[src/rtl/multicycle_control_pkg.sv]
// Shared encodings for the multi-cycle RV32I core: FSM states, opcodes, ALU control
// and datapath mux select codes.
package multicycle_control_pkg;

  typedef enum logic [3:0] {
    StFetch    = 4'd0,
    StDecode   = 4'd1,
    StMemAdr   = 4'd2,
    StMemRead  = 4'd3,
    StMemWb    = 4'd4,
    StMemWrite = 4'd5,
    StExecuteR = 4'd6,
    StExecuteI = 4'd7,
    StAluWb    = 4'd8,
    StBranch   = 4'd9,
    StJal      = 4'd10
  } state_e;

  typedef enum logic [2:0] {
    AluAdd = 3'b000,
    AluSub = 3'b001,
    AluAnd = 3'b010,
    AluOr  = 3'b011,
    AluSll = 3'b100,
    AluSlt = 3'b101,
    AluSrl = 3'b110,
    AluXor = 3'b111
  } alu_ctrl_e;

  // Which class of ALU use the current state needs.
  typedef enum logic [1:0] {
    AluOpAdd   = 2'b00,
    AluOpSub   = 2'b01,
    AluOpFunct = 2'b10
  } alu_op_e;

  localparam logic [6:0] OpLoad   = 7'b0000011;
  localparam logic [6:0] OpStore  = 7'b0100011;
  localparam logic [6:0] OpRtype  = 7'b0110011;
  localparam logic [6:0] OpItype  = 7'b0010011;
  localparam logic [6:0] OpBranch = 7'b1100011;
  localparam logic [6:0] OpJal    = 7'b1101111;

  localparam logic [1:0] ImmI = 2'b00;
  localparam logic [1:0] ImmS = 2'b01;
  localparam logic [1:0] ImmB = 2'b10;
  localparam logic [1:0] ImmJ = 2'b11;

  localparam logic [1:0] ResAluOut    = 2'b00;
  localparam logic [1:0] ResData      = 2'b01;
  localparam logic [1:0] ResAluResult = 2'b10;

  localparam logic [1:0] SrcAPc    = 2'b00;
  localparam logic [1:0] SrcAOldPc = 2'b01;
  localparam logic [1:0] SrcARs1   = 2'b10;

  localparam logic [1:0] SrcBRs2  = 2'b00;
  localparam logic [1:0] SrcBImm  = 2'b01;
  localparam logic [1:0] SrcBFour = 2'b10;

  function automatic logic [1:0] imm_src_of(input logic [6:0] op);
    unique case (op)
      OpStore:  return ImmS;
      OpBranch: return ImmB;
      OpJal:    return ImmJ;
      default:  return ImmI;
    endcase
  endfunction

endpackage

[src/rtl/multicycle_control_alu_decoder.sv]
// ALU control decode: fixed add/sub for address and compare uses, funct-driven
// operation for R- and I-type execute.
module alu_decoder
  import multicycle_control_pkg::*;
(
  input  alu_op_e    alu_op,
  input  logic [6:0] op,
  input  logic [2:0] funct3,
  input  logic       funct7b5,
  output logic [2:0] alu_control
);

  alu_ctrl_e ctrl;

  always_comb begin
    ctrl = AluAdd;
    unique case (alu_op)
      AluOpSub: ctrl = AluSub;
      AluOpFunct: begin
        unique case (funct3)
          // funct7b5 on an I-type is immediate bits, so only R-type may subtract.
          3'b000:  ctrl = (op == OpRtype && funct7b5) ? AluSub : AluAdd;
          3'b001:  ctrl = AluSll;
          3'b010:  ctrl = AluSlt;
          3'b011:  ctrl = AluAdd;
          3'b100:  ctrl = AluXor;
          3'b101:  ctrl = AluSrl;
          3'b110:  ctrl = AluOr;
          default: ctrl = AluAnd;
        endcase
      end
      default: ctrl = AluAdd;
    endcase
  end

  assign alu_control = ctrl;

endmodule

[src/rtl/multicycle_control.sv]
// Main control FSM of the multi-cycle RV32I core; outputs are a Moore decode of the
// registered state, with op/funct only steering ALU, immediate and branch decisions.
module multicycle_control
  import multicycle_control_pkg::*;
#(
  parameter state_e RESET_STATE = StFetch
) (
  input  logic       clk,
  input  logic       reset,
  input  logic [6:0] op,
  input  logic [2:0] funct3,
  input  logic       funct7b5,
  input  logic       zero,
  output logic       pc_write,
  output logic       adr_src,
  output logic       mem_write,
  output logic       ir_write,
  output logic [1:0] result_src,
  output logic [1:0] alu_src_a,
  output logic [1:0] alu_src_b,
  output logic [1:0] imm_src,
  output logic       reg_write,
  output logic [2:0] alu_control,
  output logic [3:0] state_dbg
);

  state_e  state_q, state_d;
  alu_op_e alu_op;

  always_ff @(posedge clk) begin
    if (reset) state_q <= RESET_STATE;
    else       state_q <= state_d;
  end

  always_comb begin
    state_d = StFetch;
    case (state_q)
      StFetch: state_d = StDecode;
      StDecode: begin
        case (op)
          OpLoad, OpStore: state_d = StMemAdr;
          OpRtype:         state_d = StExecuteR;
          OpItype:         state_d = StExecuteI;
          OpBranch:        state_d = StBranch;
          OpJal:           state_d = StJal;
          default:         state_d = StFetch;
        endcase
      end
      StMemAdr:   state_d = (op == OpLoad) ? StMemRead : StMemWrite;
      StMemRead:  state_d = StMemWb;
      StExecuteR: state_d = StAluWb;
      StExecuteI: state_d = StAluWb;
      StJal:      state_d = StAluWb;
      default:    state_d = StFetch;
    endcase
  end

  always_comb begin
    pc_write   = 1'b0;
    adr_src    = 1'b0;
    mem_write  = 1'b0;
    ir_write   = 1'b0;
    result_src = ResAluOut;
    alu_src_a  = SrcAPc;
    alu_src_b  = SrcBRs2;
    reg_write  = 1'b0;
    alu_op     = AluOpAdd;
    case (state_q)
      StFetch: begin
        ir_write   = 1'b1;
        pc_write   = 1'b1;
        alu_src_b  = SrcBFour;
        result_src = ResAluResult;
      end
      StDecode: begin
        alu_src_a = SrcAOldPc;
        alu_src_b = SrcBImm;
      end
      StMemAdr: begin
        alu_src_a = SrcARs1;
        alu_src_b = SrcBImm;
      end
      StMemRead: adr_src = 1'b1;
      StMemWb: begin
        result_src = ResData;
        reg_write  = 1'b1;
      end
      StMemWrite: begin
        adr_src   = 1'b1;
        mem_write = 1'b1;
      end
      StExecuteR: begin
        alu_src_a = SrcARs1;
        alu_op    = AluOpFunct;
      end
      StExecuteI: begin
        alu_src_a = SrcARs1;
        alu_src_b = SrcBImm;
        alu_op    = AluOpFunct;
      end
      StAluWb: reg_write = 1'b1;
      StBranch: begin
        alu_src_a = SrcARs1;
        alu_op    = AluOpSub;
        if (funct3 == 3'b000)      pc_write = zero;
        else if (funct3 == 3'b001) pc_write = ~zero;
      end
      StJal: begin
        alu_src_a = SrcAOldPc;
        alu_src_b = SrcBFour;
        pc_write  = 1'b1;
      end
      default: ;
    endcase
  end

  alu_decoder u_alu_decoder (
    .alu_op      (alu_op),
    .op          (op),
    .funct3      (funct3),
    .funct7b5    (funct7b5),
    .alu_control (alu_control)
  );

  assign imm_src   = imm_src_of(op);
  assign state_dbg = state_q;

endmodule

[config.mk]
export PLATFORM = sky130hd
export DESIGN_NAME = multicycle_control
export DESIGN_NICKNAME = d
export VERILOG_FILES = /design/src/rtl/multicycle_control_pkg.sv /design/src/rtl/multicycle_control_alu_decoder.sv /design/src/rtl/multicycle_control.sv
export SDC_FILE = /design/constraint.sdc
export NUM_CORES = 1
export LEC_CHECK = 0
export ABC_CLOCK_PERIOD_IN_PS = 3800
export BUFFER_PORTS_ARGS = -buffer_cell sky130_fd_sc_hd__buf_2
export CAP_MARGIN = 10
export CORE_AREA = 2 2 39 41
export CTS_BUF_LIST = sky130_fd_sc_hd__clkbuf_4 sky130_fd_sc_hd__clkbuf_8
export DETAILED_ROUTE_END_ITERATION = 7
export DIE_AREA = 0 0 41 43
export PLACE_DENSITY = 0.88
export SETUP_SLACK_MARGIN = 0.4
export SLEW_MARGIN = 20
export SYNTH_ARGS = -nofsm -noshare
export SYNTH_HDL_FRONTEND = slang
export SYNTH_SLANG_ARGS = --single-unit
[constraint.sdc]
create_clock -name clk -period 3.8 [get_ports clk]
set_input_delay 0.57 -clock clk [delete_from_list [all_inputs] [get_ports clk]]
set_output_delay 0.57 -clock clk [all_outputs]
set_load 0.05 [all_outputs]
Word level (Yosys, flattened, before mapping)

Cells that the tools add are included.

Mux-type cells: 18
Bitwise gates (word level): 1
Reduce and logical (&&, ||, !) cells: 12
Eq/ne operators: 24

Operators by type and width:

| cell                                                            | number |
|---|---|
| 4-bit case mux with 5 select lines                              | 2 |
| 3-bit case mux with 7 select lines                              | 1 |
| 4-bit by 3-bit == test with 1-bit output, second input constant | 4 |
| 2-bit case mux with 2 select lines                              | 4 |
| 7-bit by 6-bit == test with 1-bit output, second input constant | 2 |
| 7-bit == test, second input constant                            | 2 |
| 4-bit == test, second input constant                            | 3 |
| 2-bit OR reduction                                              | 6 |
| 3-bit == test, second input constant                            | 3 |
| 4-bit by 2-bit == test with 1-bit output, second input constant | 2 |
| 7-bit by 2-bit == test with 1-bit output, second input constant | 1 |
| 7-bit by 5-bit == test with 1-bit output, second input constant | 1 |
| 1-bit 2-to-1 mux                                                | 7 |
| 3-bit by 2-bit == test with 1-bit output, second input constant | 2 |
| 2-bit case mux with 3 select lines                              | 1 |
| 3-bit case mux with 2 select lines                              | 1 |
| 3-bit OR reduction                                              | 2 |
| 4-bit by 1-bit == test with 1-bit output, second input constant | 1 |
| 4-bit logical NOT                                               | 1 |
| 4-bit OR reduction                                              | 1 |
| 3-bit by 1-bit == test with 1-bit output, second input constant | 1 |
| 3-bit logical NOT                                               | 1 |
| 3-bit 2-to-1 mux                                                | 1 |
| 2-bit by 1-bit == test with 1-bit output, second input constant | 1 |
| other kinds (4)                                                 | 4 |

Register bits: 4

Logic depth before layout (Yosys ltp)

Word-level depth: 5
Gate-level depth with buffers: 8

Cells and area by module

From an unflattened synthesis, not the netlist that was laid out.

Cells, all modules: 77
Area total of the unflattened synthesis: 584.3 sq um

By module, submodules not included:

| module             | area each (sq um) | seq. area each (sq um) | times used | cells an instance |
|---|---|---|---|---|
| multicycle_control | 484.2             | 80.1                   | 1          | 62 |
| alu_decoder        | 100.1             | 0.0                    | 1          | 15 |

Least setup slack after synthesis

No wires, ideal clock.

Path kind: flip-flop to output port
Start point: register state_q[1], in the netlist state_dbg[1]
End point: output port alu_control[2]
Arrival: 2,942 ps
Cell stages (with the launch flop): 6
Slack: 288 ps
Path through: dfxtp_1 -> buf_2 -> nand4bb_1 -> inv_1 -> ha_1 -> nor4bb_1

Word-level cells in the longest chain between the ends: 5

RTL lines:

| item                                                                      | line                                 | source |
|---|---|---|
| start, declared                                                           | multicycle_control.sv:27             | `state_e state_q, state_d;` |
| start signal, assigned                                                    | multicycle_control.sv:32             | `else state_q <= state_d;` |
| 4-bit by 3-bit == test with 1-bit output                                  | multicycle_control.sv:68             | `case (state_q)` |
| 2-bit OR reduction (no source line)                                       | -                                    |  |
| 2-bit case mux with 2 select lines (*)                                    | multicycle_control.sv:68             |  |
| 2-bit == test or 2-bit by 1-bit == test with 1-bit output (tied branches) | multicycle_control_alu_decoder.sv:17 | `unique case (alu_op)` |
| 3-bit case mux with 2 select lines (*)                                    | multicycle_control_alu_decoder.sv:17 |  |
| end, declared                                                             | multicycle_control.sv:23             | `output logic [2:0] alu_control,` |

Every way passes the cells marked *; elsewhere a longest branch is shown, timed or not.

Worst setup path after layout

Start point: register state_q[1], in the netlist state_dbg[1]
End point: output port alu_control[0]

The elaborated chain is that of the path after synthesis.

==> impl_metrics.ini <==
[synth]
synth-compound-area-share_pct = 19.16
synth_fa_ha_area_share_pct = 4.211
synth-seq-cells = 4
ys_warn_count = 0
syn-mean-instance-area_um2 = 7.248
synth_cell_types = 39
synth_cells = 82
synth-xor-area-share_pct = 5.895
synthMuxAreaShare_pct = 0
synth_nets = 98
synth_area_um2 = 594.3
synth-edff-count = 0
synth-seq-area-share_pct = 13.47
synth_async_sr_flop_share_pct = 0
synthFlopType = dfxtp_1
synth_top_family_by_area = simple AND/OR/NAND/NOR gates
synth-simple-area-share_pct = 49.26

[timing]
slew_viol_final = 0
skew_ps = 4.952
relSlewSlack_pct = 63.32
fmax_mhz = 362.0
hold_ws_ps = 514.4
post-route-min-period_ps = 2763
tightest_slew_ps = 549.4
rsz0062_at_grt = no
period_share_pct = 72.70
setup_violations = 0
final.setup.tns_ps = 0
finalHoldViolations = 0

[clock_tree]
cts.clk_slew.worst_paths_ps = 40
htree_levels = 1
clock-sinks = 4
clockBufferDepth = 2
hold_buffers = 0
postCtsSetupBuffers = 0
cts_tree = done
ctsResizeCount = 0
cts_buffers = 3
cts_root_buf = clkbuf_4
insertion_delay_ps = 240

[floorplanning]
start_util_pct = 42.95
die_height_um = 43
placementRows = 14
io_pins = 34
dieArea_um2 = 1763
die_w_um = 41
fp.coreArea_um2 = 1384

[drt]
drt-initial-drc-count = 8
vias_per_cell = 5.465
wire_per_inst_um = 11.46
drc_errors = 0
wirelength_um = 1478
antenna_left = 0
drtPass1Iterations = 4
num_vias = 705

[global_route]
grt_max_degree = 19
grt_pass1_vias = 583
grt-ovfl-total = 0
antenna_found_initial = 0
grt_usage_pct = 19.60
grt_pass1_wl_um = 2415
use_met3_pct = 7.853
grt_use_met2_pct = 29.06
busiest_layer = met2
grt_use_met1_pct = 25.71

[layout]
nNetsFinal = 131
final_common_cell = buf_2
design_area_um2 = 783.3
final_layout_size_suffix_gt1_share_pct = 37.17
syn2layout_area_growth_pct = 31.79
largest_reg_flops = 4
fin_cells = 129
post-route-util_pct = 56.60
antenna_cells = 0
mostFrequentLayoutCells = buf_2, nor3_1, nand2_1, inv_1, nor2_1

[worst_setup_path]
startpoint = state_dbg[1]
start_kind = flop
arrival_ps = 2190
worstPathRequired_ps = 3230
criticalPathCategory = flop to output pin
worst-path-buf-inv = 2
cp_max_fo = 18
crit_family = flip-flops
slowest_delay_ps = 660
crit_chain = and2b_1, nand2_1, inv_1, ha_1, and4b_1, nand4_1, a21oi_1, buf_2
r2r_start = state_dbg[3]
cp-end-kind = output pin
crit_path_top_delay_cell = dfxtp_1

[worst_hold_path]
min_path_type = input port to flop
worstHoldStart = reset

[run_status]
status = completed

[place]
hpwl_um = 1151
place_congestion = 0.8373
dpl-instance-area_um2 = 760.7
place_inst = 126
numPortBuffers = 33

[job]
max-cap-violations = 0

[power]
ir_worst_vdd_mv = 0.1522
leakagePower_nw = 0.3693
powerDensity_nw_per_um2 = 208.7
## stage by stage
step / worst slack, ps / total power [mW]
6_report: 1037 / 0.1635
5_1_grt: 851.8 / 0.1776
4_1_cts: 1057 / 0.1657
3_5_place_dp: 1315 / 0.1097
3_3_place_gp: 1396 / 0.1084
2_1_floorplan: 787.9 / 0.08971
## per-layer routing
layer	vias up	part of all wire, %
met5	-	0
met2	22	49
met4	0	0
li1	366	-
met1	317	46
met3	0	5.1
## layout make-up
type / count / area, um2
timing repair buffer: 33 / 165.2
clock buffer: 3 / 22.52
sequential: 4 / 80.08
inverter: 6 / 22.52
tap: 16 / 20.02
fill: 130 / 600.6
multi-input combinational: 67 / 473.0
## cell usage after synthesis, drive strengths merged, types with 2 or more instances
cell / count / area [um2]
a21oi: 3 / 15.01
inv: 6 / 22.52
dfxtp: 4 / 80.08
nor4: 3 / 25.02
xnor2: 4 / 35.03
buf: 5 / 25.02
a31oi: 2 / 12.51
nor2: 5 / 18.77
nor3b: 2 / 15.01
nand2b: 2 / 12.51
nor2b: 2 / 12.51
ha: 2 / 25.02
and4b: 2 / 20.02
nand4: 2 / 12.51
a211oi: 2 / 20.02
nand2: 6 / 22.52
or2: 2 / 12.51
and2: 2 / 12.51
o21ai: 4 / 20.02
nor3: 7 / 35.03
## power breakdown
group          total (mW)  switching (mW)  internal, mW
logic              0.0615          0.0422        0.0193
registers          0.0476         0.00441        0.0432
clock network      0.0543          0.0189        0.0354
## final timing paths
kind	to	slack, ps	cells past startpoint
worst max-delay path	alu_control[0]	1040	8
worst min-delay path	state_dbg[3]	510	2
worst max register to register	state_dbg[3]	2360	3
worst min register to register	state_dbg[0]	700	1
## logic make-up after synthesis
kind of cell | after synthesis
AND/OR/NAND/NOR | 44
XOR/XNOR | 4
flip-flops | 4
buffers and inverters | 11
AO/OA/AOI/OAI | 17
adder cells (fa/ha/maj) | 2
No activity file was read; power rests on OpenSTA's default activity.
